$ cat src/rtl/adc_top.sv
// Serial-ADC frame controller: drives conv/ADCclk/ADC_in to an AD79xx-class converter
// and assembles the returned serial result into a parallel word with a done strobe.
module adc_top #(
    parameter int unsigned DATA_W    = 10,
    parameter int unsigned ADDR_W    = 3,
    parameter int unsigned FRAME_LEN = 16,
    parameter int unsigned CLK_DIV   = 1,
    parameter int unsigned GAP       = 2
) (
    input  logic              clk,
    input  logic              rst,
    input  logic              enable,
    input  logic              I1,
    input  logic              I2,
    input  logic              I3,
    input  logic              ADC_out,
    output logic              conv,
    output logic              ADCclk,
    output logic              ADC_in,
    output logic [DATA_W-1:0] data_out,
    output logic              done
);

    localparam int unsigned DivW = (CLK_DIV > 1) ? $clog2(CLK_DIV) : 1;
    localparam int unsigned BitW = (FRAME_LEN > 1) ? $clog2(FRAME_LEN) : 1;
    localparam int unsigned GapW = (GAP > 1) ? $clog2(GAP) : 1;

    localparam logic [DivW-1:0] DivLast      = DivW'(CLK_DIV - 1);
    localparam logic [BitW-1:0] BitLast      = BitW'(FRAME_LEN - 1);
    localparam logic [BitW-1:0] BitFirstData = BitW'(FRAME_LEN - DATA_W);
    localparam logic [GapW-1:0] GapLast      = GapW'((GAP > 0) ? GAP - 1 : 0);

    typedef enum logic [1:0] {StIdle, StFrame, StDone, StWait} state_e;

    state_e              state_q, state_d;
    logic [DivW-1:0]     div_cnt_q, div_cnt_d;
    logic [BitW-1:0]     bit_cnt_q, bit_cnt_d;
    logic [GapW-1:0]     gap_cnt_q, gap_cnt_d;
    logic [ADDR_W-1:0]   addr_sr_q, addr_sr_d;
    logic [DATA_W-1:0]   data_sr_q, data_sr_d;
    logic                conv_q, conv_d;
    logic                adcclk_q, adcclk_d;
    logic                adc_in_q, adc_in_d;
    logic                done_q, done_d;
    logic [DATA_W-1:0]   data_out_q, data_out_d;

    logic                half_end;
    logic                last_fall;
    logic                start;
    logic [ADDR_W-1:0]   addr_in;
    logic [ADDR_W-1:0]   addr_next;
    logic [DATA_W-1:0]   data_next;
    logic [DATA_W-1:0]   data_shift;

    assign addr_in    = ADDR_W'({I3, I2, I1});
    assign addr_next  = addr_sr_q << 1;
    assign data_next  = (data_sr_q << 1) | DATA_W'(ADC_out);
    // Early samples (leading zeros / tracking bits) are not part of the result.
    assign data_shift = (bit_cnt_q >= BitFirstData) ? data_next : data_sr_q;
    assign half_end   = (state_q == StFrame) && (div_cnt_q == DivLast);
    assign last_fall  = half_end && adcclk_q && (bit_cnt_q == BitLast);
    assign start      = (state_d == StFrame) && (state_q != StFrame);

    always_ff @(posedge clk) begin
        if (rst) begin
            state_q    <= StIdle;
            div_cnt_q  <= '0;
            bit_cnt_q  <= '0;
            gap_cnt_q  <= '0;
            addr_sr_q  <= '0;
            data_sr_q  <= '0;
            conv_q     <= 1'b0;
            adcclk_q   <= 1'b0;
            adc_in_q   <= 1'b0;
            done_q     <= 1'b0;
            data_out_q <= '0;
        end else begin
            state_q    <= state_d;
            div_cnt_q  <= div_cnt_d;
            bit_cnt_q  <= bit_cnt_d;
            gap_cnt_q  <= gap_cnt_d;
            addr_sr_q  <= addr_sr_d;
            data_sr_q  <= data_sr_d;
            conv_q     <= conv_d;
            adcclk_q   <= adcclk_d;
            adc_in_q   <= adc_in_d;
            done_q     <= done_d;
            data_out_q <= data_out_d;
        end
    end

    always_comb begin
        state_d = state_q;
        unique case (state_q)
            StIdle:  if (enable) state_d = StFrame;
            StFrame: if (last_fall) state_d = StDone;
            StDone: begin
                if (GAP == 0) state_d = enable ? StFrame : StIdle;
                else          state_d = StWait;
            end
            StWait:  if (gap_cnt_q == GapLast) state_d = enable ? StFrame : StIdle;
            default: state_d = StIdle;
        endcase
    end

    always_comb begin
        div_cnt_d  = div_cnt_q;
        bit_cnt_d  = bit_cnt_q;
        gap_cnt_d  = '0;
        addr_sr_d  = addr_sr_q;
        data_sr_d  = data_sr_q;
        conv_d     = 1'b0;
        adcclk_d   = 1'b0;
        adc_in_d   = 1'b0;
        done_d     = 1'b0;
        data_out_d = data_out_q;

        case (state_q)
            StFrame: begin
                conv_d   = 1'b1;
                adcclk_d = adcclk_q;
                adc_in_d = adc_in_q;
                if (half_end) begin
                    div_cnt_d = '0;
                    adcclk_d  = ~adcclk_q;
                    if (adcclk_q) begin
                        // Falling edge: next address bit out, current data bit in.
                        bit_cnt_d = bit_cnt_q + 1'b1;
                        addr_sr_d = addr_next;
                        adc_in_d  = addr_next[ADDR_W-1];
                        data_sr_d = data_shift;
                        if (last_fall) begin
                            conv_d     = 1'b0;
                            adc_in_d   = 1'b0;
                            done_d     = 1'b1;
                            data_out_d = data_shift;
                        end
                    end
                end else begin
                    div_cnt_d = div_cnt_q + 1'b1;
                end
            end
            StWait:  gap_cnt_d = gap_cnt_q + 1'b1;
            default: ;
        endcase

        if (start) begin
            conv_d    = 1'b1;
            adcclk_d  = 1'b0;
            adc_in_d  = addr_in[ADDR_W-1];
            addr_sr_d = addr_in;
            div_cnt_d = '0;
            bit_cnt_d = '0;
            data_sr_d = '0;
        end
    end

    assign conv     = conv_q;
    assign ADCclk   = adcclk_q;
    assign ADC_in   = adc_in_q;
    assign done     = done_q;
    assign data_out = data_out_q;

endmodule

$ cat config.mk
export PLATFORM = sky130hd
export DESIGN_NAME = adc_top
export DESIGN_NICKNAME = d
export VERILOG_FILES = /design/src/rtl/adc_top.sv
export SDC_FILE = /design/constraint.sdc
export NUM_CORES = 1
export LEC_CHECK = 0
export ABC_AREA = 0
export BUFFER_PORTS_ARGS = -buffer_cell sky130_fd_sc_hd__buf_2
export CORE_UTILIZATION = 39
export DETAILED_ROUTE_END_ITERATION = 7
export PLACE_DENSITY_LB_ADDON = 0.2
export SLEW_MARGIN = 10
export SYNTH_ARGS = -nofsm -noshare
export SYNTH_HDL_FRONTEND = slang
export SYNTH_SLANG_ARGS = --single-unit
$ cat constraint.sdc
create_clock -name clk -period 2.2 [get_ports clk]
set_input_delay 0.44 -clock clk [delete_from_list [all_inputs] [get_ports clk]]
set_output_delay 0.44 -clock clk [all_outputs]
set_load 0.005 [all_outputs]
==> metrics.md, run 1 <==
| Metric | Value |
|---|---|
| Gr ovfl total | 0 |
| Cell Area, Synth | 1490 µm² |
| Max frequency | 574 MHz |
| Syn nets | 184 |
| CTS Root Cell | clkbuf_8 |
| Most common cell in the synthesized netlist | dfxtp_1 |
| GRT Total Usage | 0.179 |
| Final worst path period need | 1.74 ns |
| Clock insertion delay at the later pin of the skew report | about 0.29 ns |
| Worst path bufs/invs | 1 |
| Cell breakdown of the critical path | nand4bb_1 > buf_4 > o21ai_0 > a21oi_1 |
| Clk slew on worst S/H paths | 0.07 ns |
| Row count | 22 |
| Nets | 197 |
| Post-synth ARST share | 0 |
| Initial Utilization | 0.408 |
| Setup TNS | 0 ns |
| CP Class | flip-flop to flip-flop |
| Slew Viols, Final | 0 |
| Slowest stage delay, CP | 0.52 ns |
| Hold Path Stages | 2 |
| Core area | around 3700 µm² |
| Rel. slew slack | 0.559 |
| Top cell type's share of synthesized area | 0.442 |
| Layout area overhead | 11.4% |
| DRT Pass-1 Iters | 4 |
| Max rail drop VDD | ~0.34 mV |
| Post-synthesis area per instance | 8.54 µm² |
| Vias per cell | roughly 5.6 |
| Routed wire per std cell | 13.7 µm |
| Placed standard-cell area | about 1600 µm² |
| Post-synth EDFFs | 0 |
| WL final | 3250 µm |
| Total Power | around 0.0011 W |
| Sink Count | 33 |
| First-pass GRT wire length | 5650 µm |
| Share of cells above drive strength 1 | 0.175 |
| Sequential area share after synthesis | 0.442 |
| Startpoint types | flip-flop |
| PortBufs | 20 |
| Final setup fails | 0 |
| Ant. Diodes | 0 |
| Worst-path fanout max | 16 |
| Worst-margin pin slew | around 0.66 ns |
| R2R depth | 4 |
| R2r setup slk | 0.46 ns |
| Hpwl dp | 2170 µm |
| Vias in the first global route | 1249 |
| Final Cycle Share | 0.792 |
| Run status | completed |
| Slowest stage cell on the critical path | dfxtp_1 |
| Post-Syn Instances | 175 |
| Post-synth cell types | 34 |
| Flops & latches, synth | 33 |
| Initial antenna violation count | 0 |
| Largest net degree at the start of global routing | 26 |
| Final Wtd Congestion | 0.781 |
| CTS tree | done |
| Final ANT Viol Nets | 0 |
| Min-Delay Path Class | primary input to flip-flop |
| Crit. End Element | flip-flop |
| DR vias | 1331 |
| Yosys top cell by area | dfxtp_1 |
| Max Buffers Root-to-Sink | 2 |
| Non-filler cells, final | 237 |
| Die X-Extent | around 64 µm |
| CP top delay family | flip-flops |
| Placed Cells incl. Taps | 229 |
| Synth top area cells | dfxtp_1, o211ai_1, a21oi_1 |
| CTS Buf Count | 5 |
| Ys flop type | dfxtp_1 |
| Top-Level Pins | 21 |
| DRC Markers | 0 |
| H-tree Lvls | 2 |
| Final hold vios | 0 |
| Initial DRC Count | 95 |
| Most frequent cells after synthesis | dfxtp_1, a21oi_1, nand2_1 |
| Post-CTS Hold Fix Bufs | 0 |
| Setup repair bufs after CTS | 0 |
| CP required | 2.36 ns |
| Power density over cell area | 668 nW/µm² |
| Post-cts resize count | 0 |
| Clock Skew | about 0.0055 ns |
| Lkg Pwr | 0.563 nW |
| Die area | 4080 µm² |
| Fin area | approximately 1700 µm² |
| Chip height | ~64 µm |
| Critical Path AT | ~1.9 ns |
| Yosys warns | 0 |
| RSZ-0062 raised after global routing | false |
| Max Cap Viol | 0 |
| Crit path depth | 4 |
report_power, final:
part | switching, W | leakage, nW | internal, W
registers | 0.00000795 | 0.267 | 0.000605
logic | 0.0000337 | 0.252 | 0.0000196
clock network | 0.000227 | 0.0439 | 0.000218
total | 0.000269 | 0.563 | 0.000843
per-stage QoR:
stage                     setup slack (ns)   util  hold slack (ns)
after floorplan                      0.897      -            0.446
after global placement               0.598  0.431            0.461
after detailed placement             0.510  0.431            0.464
after CTS                            0.488  0.455            0.430
after global routing                 0.279  0.455            0.439
final                                0.458  0.455            0.435
cell type report:
cell class	instances	area [µm²]
Sequential cell	33	661
Timing Repair Buffer	22	115
Inverter	6	22.5
Clock inverter	3	17.5
Tap cell	48	60.1
Multi-Input combinational cell	120	719
Fill cell	356	2000
Clock buffer	5	68.8
metal layers:
metal | up-vias | GRT usage | part of all wire
li1 | 664 | - | -
met1 | 625 | 0.207 | 0.46
met2 | 30 | 0.303 | 0.47
met3 | 12 | 0.0446 | 0.034
met4 | 0 | 0.0938 | 0.027
met5 | - | 0 | 0
worst reg2reg max path, cell delays in order, from the launching register on:
cell	delay, ns
dfxtp_1	0.52
nand4bb_1	0.47
buf_4	0.37
o21ai_0	0.18
a21oi_1	0.09
worst paths after layout:
kind	from	end
setup / recovery	state_q[0]	data_out[4]
hold / removal	I2	addr_sr_q[1]
setup reg to reg	state_q[0]	data_out[4]
hold reg to reg	data_out[6]	data_out[6]
placed cells by master (no fill, tap or decap), drive strengths merged, types with 5 or more instances in the layout:
master and n:
clkbuf 5, a31oi 9, a21oi 16, o21ai 15
o211ai 11, nand3 15, nand3b 9, nand2 15
inv 6, buf 22, dfxtp 33
sequential cells by signal (all words and copies together) (netlist names):
name,cells
state_q,2
done,1
div_cnt_q,1
conv,1
gap_cnt_q,1
data_sr_q,9
ADCclk,1
bit_cnt_q,4
addr_sr_q,2
data_out,10
ADC_in,1
kinds of logic (layout without fill, tap and decap cells):
logic type	after synthesis	in the layout	synth area share
AO/OA/AOI/OAI	59	59	0.240
AND/OR/NAND/NOR	59	59	0.225
flip-flops	33	33	0.442
buffers and inverters	22	36	0.0762
adder cells (fa/ha/maj)	2	2	0.0167
Power figures use the tool's default switching activity.
==> run 2: changes to the inputs <==
--- a/config.mk
+++ b/config.mk
@@ -5,7 +5,7 @@
 export SDC_FILE = /design/constraint.sdc
 export NUM_CORES = 1
 export LEC_CHECK = 0
-export ABC_AREA = 0
+export ABC_AREA = 1
 export BUFFER_PORTS_ARGS = -buffer_cell sky130_fd_sc_hd__buf_2
 export CORE_UTILIZATION = 39
 export DETAILED_ROUTE_END_ITERATION = 7
==> constraint.sdc (replaced) <==
create_clock -name clk -period 1.6 [get_ports clk]
set_input_delay 0.32 -clock clk [delete_from_list [all_inputs] [get_ports clk]]
set_output_delay 0.32 -clock clk [all_outputs]
set_load 0.005 [all_outputs]
==> run 2 against run 1 <==
Largest cell class unchanged; critical endpoint is now data_sr_q[8]; largest power group is now clock; clock-buffer cell count unchanged; critical path type unchanged; design area is 12% higher; wire length decreased by 9.7%; register-to-register slack got worse by 0.32 ns; non-clock buffer count is 4 higher; synthesized cell count grew 10%; clock power rose by 110%; maximum frequency grew 19%; combinational power rose to 2.6 times the previous value; sequential share of layout area down 3.0 points; core utilization up 4.6 points; die area up 2.8%.
==> metrics.md, run 2 <==
| Metric | Value |
|---|---|
| Sink Count | 34 |
| Hpwl dp | 2090 µm |
| CTS Buf Count | 5 |
| Post-Syn Instances | 193 |
| Max Buffers Root-to-Sink | 2 |
| Cell breakdown of the critical path | inv_1 > ha_1 > nand2_1 > nand2_1 > buf_12 > a21oi_1 > or2_1 > a21oi_2 |
| Max frequency | 684 MHz |
| DRT Pass-1 Iters | 4 |
| Synth top area cells | dfxtp_1, nand2_1, nand3_1 |
| Post-synthesis area per instance | 7.96 µm² |
| Lkg Pwr | 0.733 nW |
| Sequential area share after synthesis | 0.443 |
| CP top delay family | flip-flops |
| Routed wire per std cell | 11.0 µm |
| Final worst path period need | 1.46 ns |
| Synth Area in XOR/XNOR | 0.0114 |
| Clock insertion delay at the later pin of the skew report | between 0.2 and 0.3 ns |
| CP required | 1.78 ns |
| Initial antenna violation count | 0 |
| Largest family of logic cells by synthesized area | simple AND/OR/NAND/NOR gates |
| Yosys warns | 0 |
| Most common cell in the synthesized netlist | nand2_1 |
| Crit path depth | 8 |
| Final hold vios | 0 |
| Syn nets | 202 |
| CTS Root Cell | clkbuf_8 |
| Post-synthesis simple-gate area fraction | 0.277 |
| Setup TNS | 0 ns |
| Top cell by count, worst path | nand2_1 |
| Total Power | 0.00195 W |
| Max rail drop VDD | approximately 0.38 mV |
| Rel. slew slack | 0.720 |
| Dpl ws | between 0.07 and 0.08 ns |
| Hold Path Stages | 3 |
| Vias per cell | 4.68 |
| DRC Markers | 0 |
| Share of cells above drive strength 1 | 0.279 |
| Vias in the first global route | between 1000 and 1500 |
| Cell Area, Synth | about 1500 µm² |
| Flops & latches, synth | 34 |
| Slowest stage cell on the critical path | dfxtp_2 |
| Row count | 22 |
| Chip height | 64.8 µm |
| Worst-margin pin slew | 0.417 ns |
| Die X-Extent | 64.8 µm |
| Critical Path AT | 1.65 ns |
| Post-Synth Adder-Cell Area | 0.0163 |
| RSZ-0062 raised after global routing | false |
| Commonest non-fill, non-tap cells in the layout | nand2_1, dfxtp_1, buf_2 |
| Startpoint types | flip-flop |
| Final setup fails | 0 |
| Worst path bufs/invs | 2 |
| Die area | approximately 4200 µm² |
| Nets | around 230 |
| Most frequent cells after synthesis | nand2_1, dfxtp_1, nand3_1 |
| Clock Skew | 0.00705 ns |
| Gr ovfl total | 0 |
| WL final | 2940 µm |
| Post-synth cell types | 31 |
| Yosys top cell by area | dfxtp_1 |
| Slowest stage delay, CP | 0.35 ns |
| Top cell type's share of synthesized area | 0.443 |
| Power density over cell area | 1050 nW/µm² |
| First-pass GRT wire length | 5120 µm |
| PortBufs | 20 |
| Final Cycle Share | 0.914 |
| Core area | 3720 µm² |
| Final ANT Viol Nets | 0 |
| Final Wtd Congestion | 0.702 |
| Layout area overhead | 21.0% |
| Run status | completed |
| Min-Delay Path Class | primary input to flip-flop |
| Clk slew on worst S/H paths | approximately 0.080 ns |
| Synth Area in Compound Gates | 0.172 |
| Crit. End Element | flip-flop |
| Worst-path fanout max | 20 |
| Most common cell after layout, fill and taps aside | nand2_1 |
| CTS tree | done |
| DR vias | between 1000 and 1500 |
| Setup slack after layout | 0.138 ns |
| H-tree Lvls | 2 |
| R2R depth | 8 |
| Top-Level Pins | 21 |
| Largest net degree at the start of global routing | 21 |
| Max Cap Viol | 0 |
| Post-synth EDFFs | 0 |
| Initial Utilization | 0.413 |
| Ys flop type | dfxtp_1 |
| Post-synth ARST share | 0 |
| Filler cell count | roughly 370 |
| Fraction of synthesized area in multiplexers | 0 |
| GRT Total Usage | 0.161 |
| Ant. Diodes | 0 |
| Slew Viols, Final | 0 |
| CP Class | flip-flop to flip-flop |
| Initial DRC Count | between 100 and 150 |
| Final core utilization | 0.500 |
-- run 2: changes by cell type after synthesis, moves of 5 or more --
cell	before	now
nand2_1	15	36
a31oi_1	9	1
a21oi_2	0	8
o21ai_0	14	9
o21ai_1	1	7
or2_1	0	6
o211ai_1	11	0
nor2_1	4	10
inv_1	6	15
nand3b_1	9	0
-- run 2: metal layers --
layer / vias up / global-route usage / wire (µm)
met5: - / 0 / 0
met4: 0 / 0.0833 / 65
met3: 7 / 0.0387 / 94
met2: 18 / 0.216 / 1130
met1: 551 / 0.232 / 1650
li1: 673 / - / -
-- run 2: logic make-up (layout without fill, tap and decap cells) --
family                   count (synthesis)  after routing
AO/OA/AOI/OAI                           41             41
XOR/XNOR                                 2              2
adder cells (fa/ha/maj)                  2              2
buffers and inverters                   29             55
flip-flops                              34             34
AND/OR/NAND/NOR                         85             85
-- run 2: power by group --
part / internal [W] / total (W) / switching, W
Sequential: 0.000861 / 0.000869 / 0.00000850
Combinational: 0.0000463 / 0.000137 / 0.0000908
Clock: 0.000624 / 0.000947 / 0.000323
-- run 2: layout make-up --
class,count,area [µm²],share of cell area
multi-input cells,130,741,0.398
clock inverters,3,68.8,0.0370
inverters,21,81.3,0.0437
well taps,48,60.1,0.0323
clock buffers,5,68.8,0.0370
flip-flops and latches,34,682,0.367
repair buffers,26,158,0.0848
-- run 2: per-stage QoR --
step           cells  area [µm²]  hold WS [ns]
2_1_floorplan    193        1540         0.398
3_3_place_gp     259        1710         0.415
3_5_place_dp     259        1710         0.439
4_1_cts          267        1850         0.290
5_1_grt          267        1860         0.317
6_report         267        1860         0.297
-- run 2: repair_timing --
| action | 4_1_cts | 5_1_grt |
|---|---|---|
| buffers inserted | 0 | 0 |
| endpoints found under the setup margin | 0 | 7 |
| gates resized for setup | 0 | 3 |
| hold buffers | 0 | 0 |
-- run 2: path summary, 6_finish.rpt --
| kind | startpoint | end | slack (ns) |
|---|---|---|---|
| worst min register to register | div_cnt_q | div_cnt_q | 0.45 |
| worst max register to register | bit_cnt_q[0] | data_sr_q[8] | 0.14 |
| worst max-delay path | bit_cnt_q[0] | data_sr_q[8] | 0.14 |
| worst min-delay path | I3 | ADC_in | 0.30 |
-- run 2: worst min-delay path, delay by kind of cell --
family	cells	cell delay, ns
and+or+nand+nor	1	0.07
buffers and inverters	1	0.09
AOI/OAI and AO/OA	1	0.05
==> run 3: changes to the inputs <==
--- a/config.mk
+++ b/config.mk
@@ -7,6 +7,7 @@
 export LEC_CHECK = 0
 export ABC_AREA = 1
 export BUFFER_PORTS_ARGS = -buffer_cell sky130_fd_sc_hd__buf_2
+export CORE_ASPECT_RATIO = 0.6
 export CORE_UTILIZATION = 39
 export DETAILED_ROUTE_END_ITERATION = 7
 export PLACE_DENSITY_LB_ADDON = 0.2
==> run 3 against run 2 <==
Design area fell by 1.3%; die area rose by 0.20%; critical path type unchanged; clock-buffer cell count rose by 1.
==> metrics.md, run 3 (synthesis gave the netlist of run 2 again) <==
| Metric | Value |
|---|---|
| Final hold vios | 0 |
| CTS Buf Count | 5 |
| First-pass GRT wire length | 5580 µm |
| Initial DRC Count | slightly below 50 |
| Vias in the first global route | 1161 |
| Max Cap Viol | 0 |
| Lkg Pwr | 0.717 nW |
| Commonest non-fill, non-tap cells in the layout | nand2_1, dfxtp_1, buf_2 |
| Clock Skew | 0.00357 ns |
| Final Cycle Share | 0.931 |
| RSZ-0062 raised after global routing | true |
| Max frequency | 671 MHz |
| Worst-margin pin slew | between 0.4 and 0.5 ns |
| Filler cell count | 377 |
| Non-filler cells, final | approximately 260 |
| Core area | between 3000 and 4000 µm² |
| Run status | completed |
| Largest net degree at the start of global routing | 21 |
| DRC Markers | 0 |
| DRT Pass-1 Iters | 4 |
| Nets | 226 |
| Rel. slew slack | 0.711 |
| Clock insertion delay at the later pin of the skew report | 0.28 ns |
| PortBufs | 20 |
| Met3 Wirelength | 126 µm |
| Final setup fails | 0 |
| Critical Path AT | roughly 1.7 ns |
| Fin area | 1830 µm² |
| Top cell by count, worst path | nand2_1 |
| Layout area overhead | 19.4% |
| Max rail drop VDD | 0.349 mV |
| Placed standard-cell area | approximately 1700 µm² |
| H-tree Lvls | 2 |
| CP Class | flip-flop to flip-flop |
| Cell breakdown of the critical path | inv_1 > ha_1 > nand2_1 > nand2_1 > buf_12 > a21oi_1 > or2_1 > a21oi_2 |
| Top-Level Pins | 21 |
| Max Buffers Root-to-Sink | 2 |
| CTS Root Cell | clkbuf_8 |
| DR vias | 1246 |
| Highest Signal Layer | met4 |
| Power density over cell area | 987 nW/µm² |
| Chip height | 50.6 µm |
| GRT Total Usage | 0.172 |
| Slowest stage delay, CP | between 0.3 and 0.4 ns |
| Initial Utilization | 0.413 |
| Ant. Diodes | 0 |
| Row count | 17 |
| Share of cells above drive strength 1 | 0.286 |
| Worst-path fanout max | 20 |
| Vias per cell | 4.72 |
| Gr ovfl total | 0 |
| Wl on met1 | 1860 µm |
| Final Wtd Congestion | approximately 0.77 |
| Hpwl dp | 2280 µm |
| Clk slew on worst S/H paths | 0.07 ns |
| WL met2 | 1160 µm |
| Startpoint types | flip-flop |
| Die X-Extent | 83.0 µm |
| CP required | 1.77 ns |
| Min-Delay Path Class | primary input to flip-flop |
| Routed wire per std cell | 12.0 µm |
| Final ANT Viol Nets | 0 |
| Most common cell after layout, fill and taps aside | nand2_1 |
| WL final | 3170 µm |
| Crit. End Element | flip-flop |
| Final worst path period need | 1.49 ns |
| CTS tree | done |
| Slew Viols, Final | 0 |
| Die area | 4200 µm² |
| Slowest stage cell on the critical path | dfxtp_2 |
| Initial antenna violation count | 0 |
| Placed Cells incl. Taps | 257 |
| Sink Count | 34 |
| Post-CTS Hold Fix Bufs | 0 |
[run 3: cell types whose count changed in the layout (fill, tap and decap cells not counted), sizes merged]
cell    previous run  this run
clkbuf             5         6
buf               26        25
bufinv             2         1
clkinv             2         1
[run 3: final timing paths]
check / slack, ns / start / end / cells after the start
worst min register to register: 0.42 / gap_cnt_q / gap_cnt_q / 1
worst max-delay path: 0.11 / bit_cnt_q[0] / data_sr_q[4] / 8
worst min-delay path: 0.30 / I3 / ADC_in / 3
worst max register to register: 0.11 / bit_cnt_q[0] / data_sr_q[4] / 8
[run 3: repair_timing]
action / CTS / global route
setup endpoints to repair: 0 / 19
resized for setup: 0 / 5
buffers inserted: 0 / 0
[run 3: layer usage]
metal  vias to the layer above  track usage
li1                        669            -
met1                       554        0.262
met2                        21        0.228
met3                         2       0.0444
met4                         0       0.0603
met5                         -            0
[run 3: stage by stage]
| step | TNS (ns) | total power [W] | worst slack [ns] | utilization | hold WS, ns |
|---|---|---|---|---|---|
| 6_report | 0 | 0.00181 | 0.110 | 0.493 | 0.303 |
| 5_1_grt | -0.0952 | 0.00188 | -0.0405 | 0.493 | 0.332 |
| 4_1_cts | 0 | 0.00182 | 0.0454 | 0.488 | 0.298 |
| 3_5_place_dp | 0 | 0.00102 | 0.0483 | 0.457 | 0.410 |
| 3_3_place_gp | 0 | 0.00102 | 0.0849 | 0.457 | 0.408 |
| 2_1_floorplan | 0 | 0.000991 | 0.167 | - | 0.398 |
[run 3: power by group]
| group | total [W] | leakage, nW | switching (W) | internal [W] |
|---|---|---|---|---|
| Clock | 0.000802 | 0.0573 | 0.000303 | 0.000498 |
| Sequential | 0.000870 | 0.276 | 0.00000876 | 0.000861 |
| Combinational | 0.000139 | 0.384 | 0.0000932 | 0.0000463 |
| Total | 0.00181 | 0.717 | 0.000405 | 0.00141 |
[run 3: worst max-delay path, delay by kind of cell (launching register included)]
kind | cells | cell delay (ns)
AO/OA/AOI/OAI | 2 | 0.31
adder cells (fa/ha/maj) | 1 | 0.19
buffers and inverters | 2 | 0.22
flip-flops | 1 | 0.35
AND/OR/NAND/NOR | 3 | 0.31
[run 3: cell type report]
type	instances	area (µm²)	share of cell area
flip-flops and latches	34	682	0.372
clock buffers	6	82.6	0.0450
clock inverters	1	30.0	0.0164
repair buffers	25	150	0.0819
inverters	21	81.3	0.0443
well taps	47	58.8	0.0321
multi-input cells	130	749	0.409
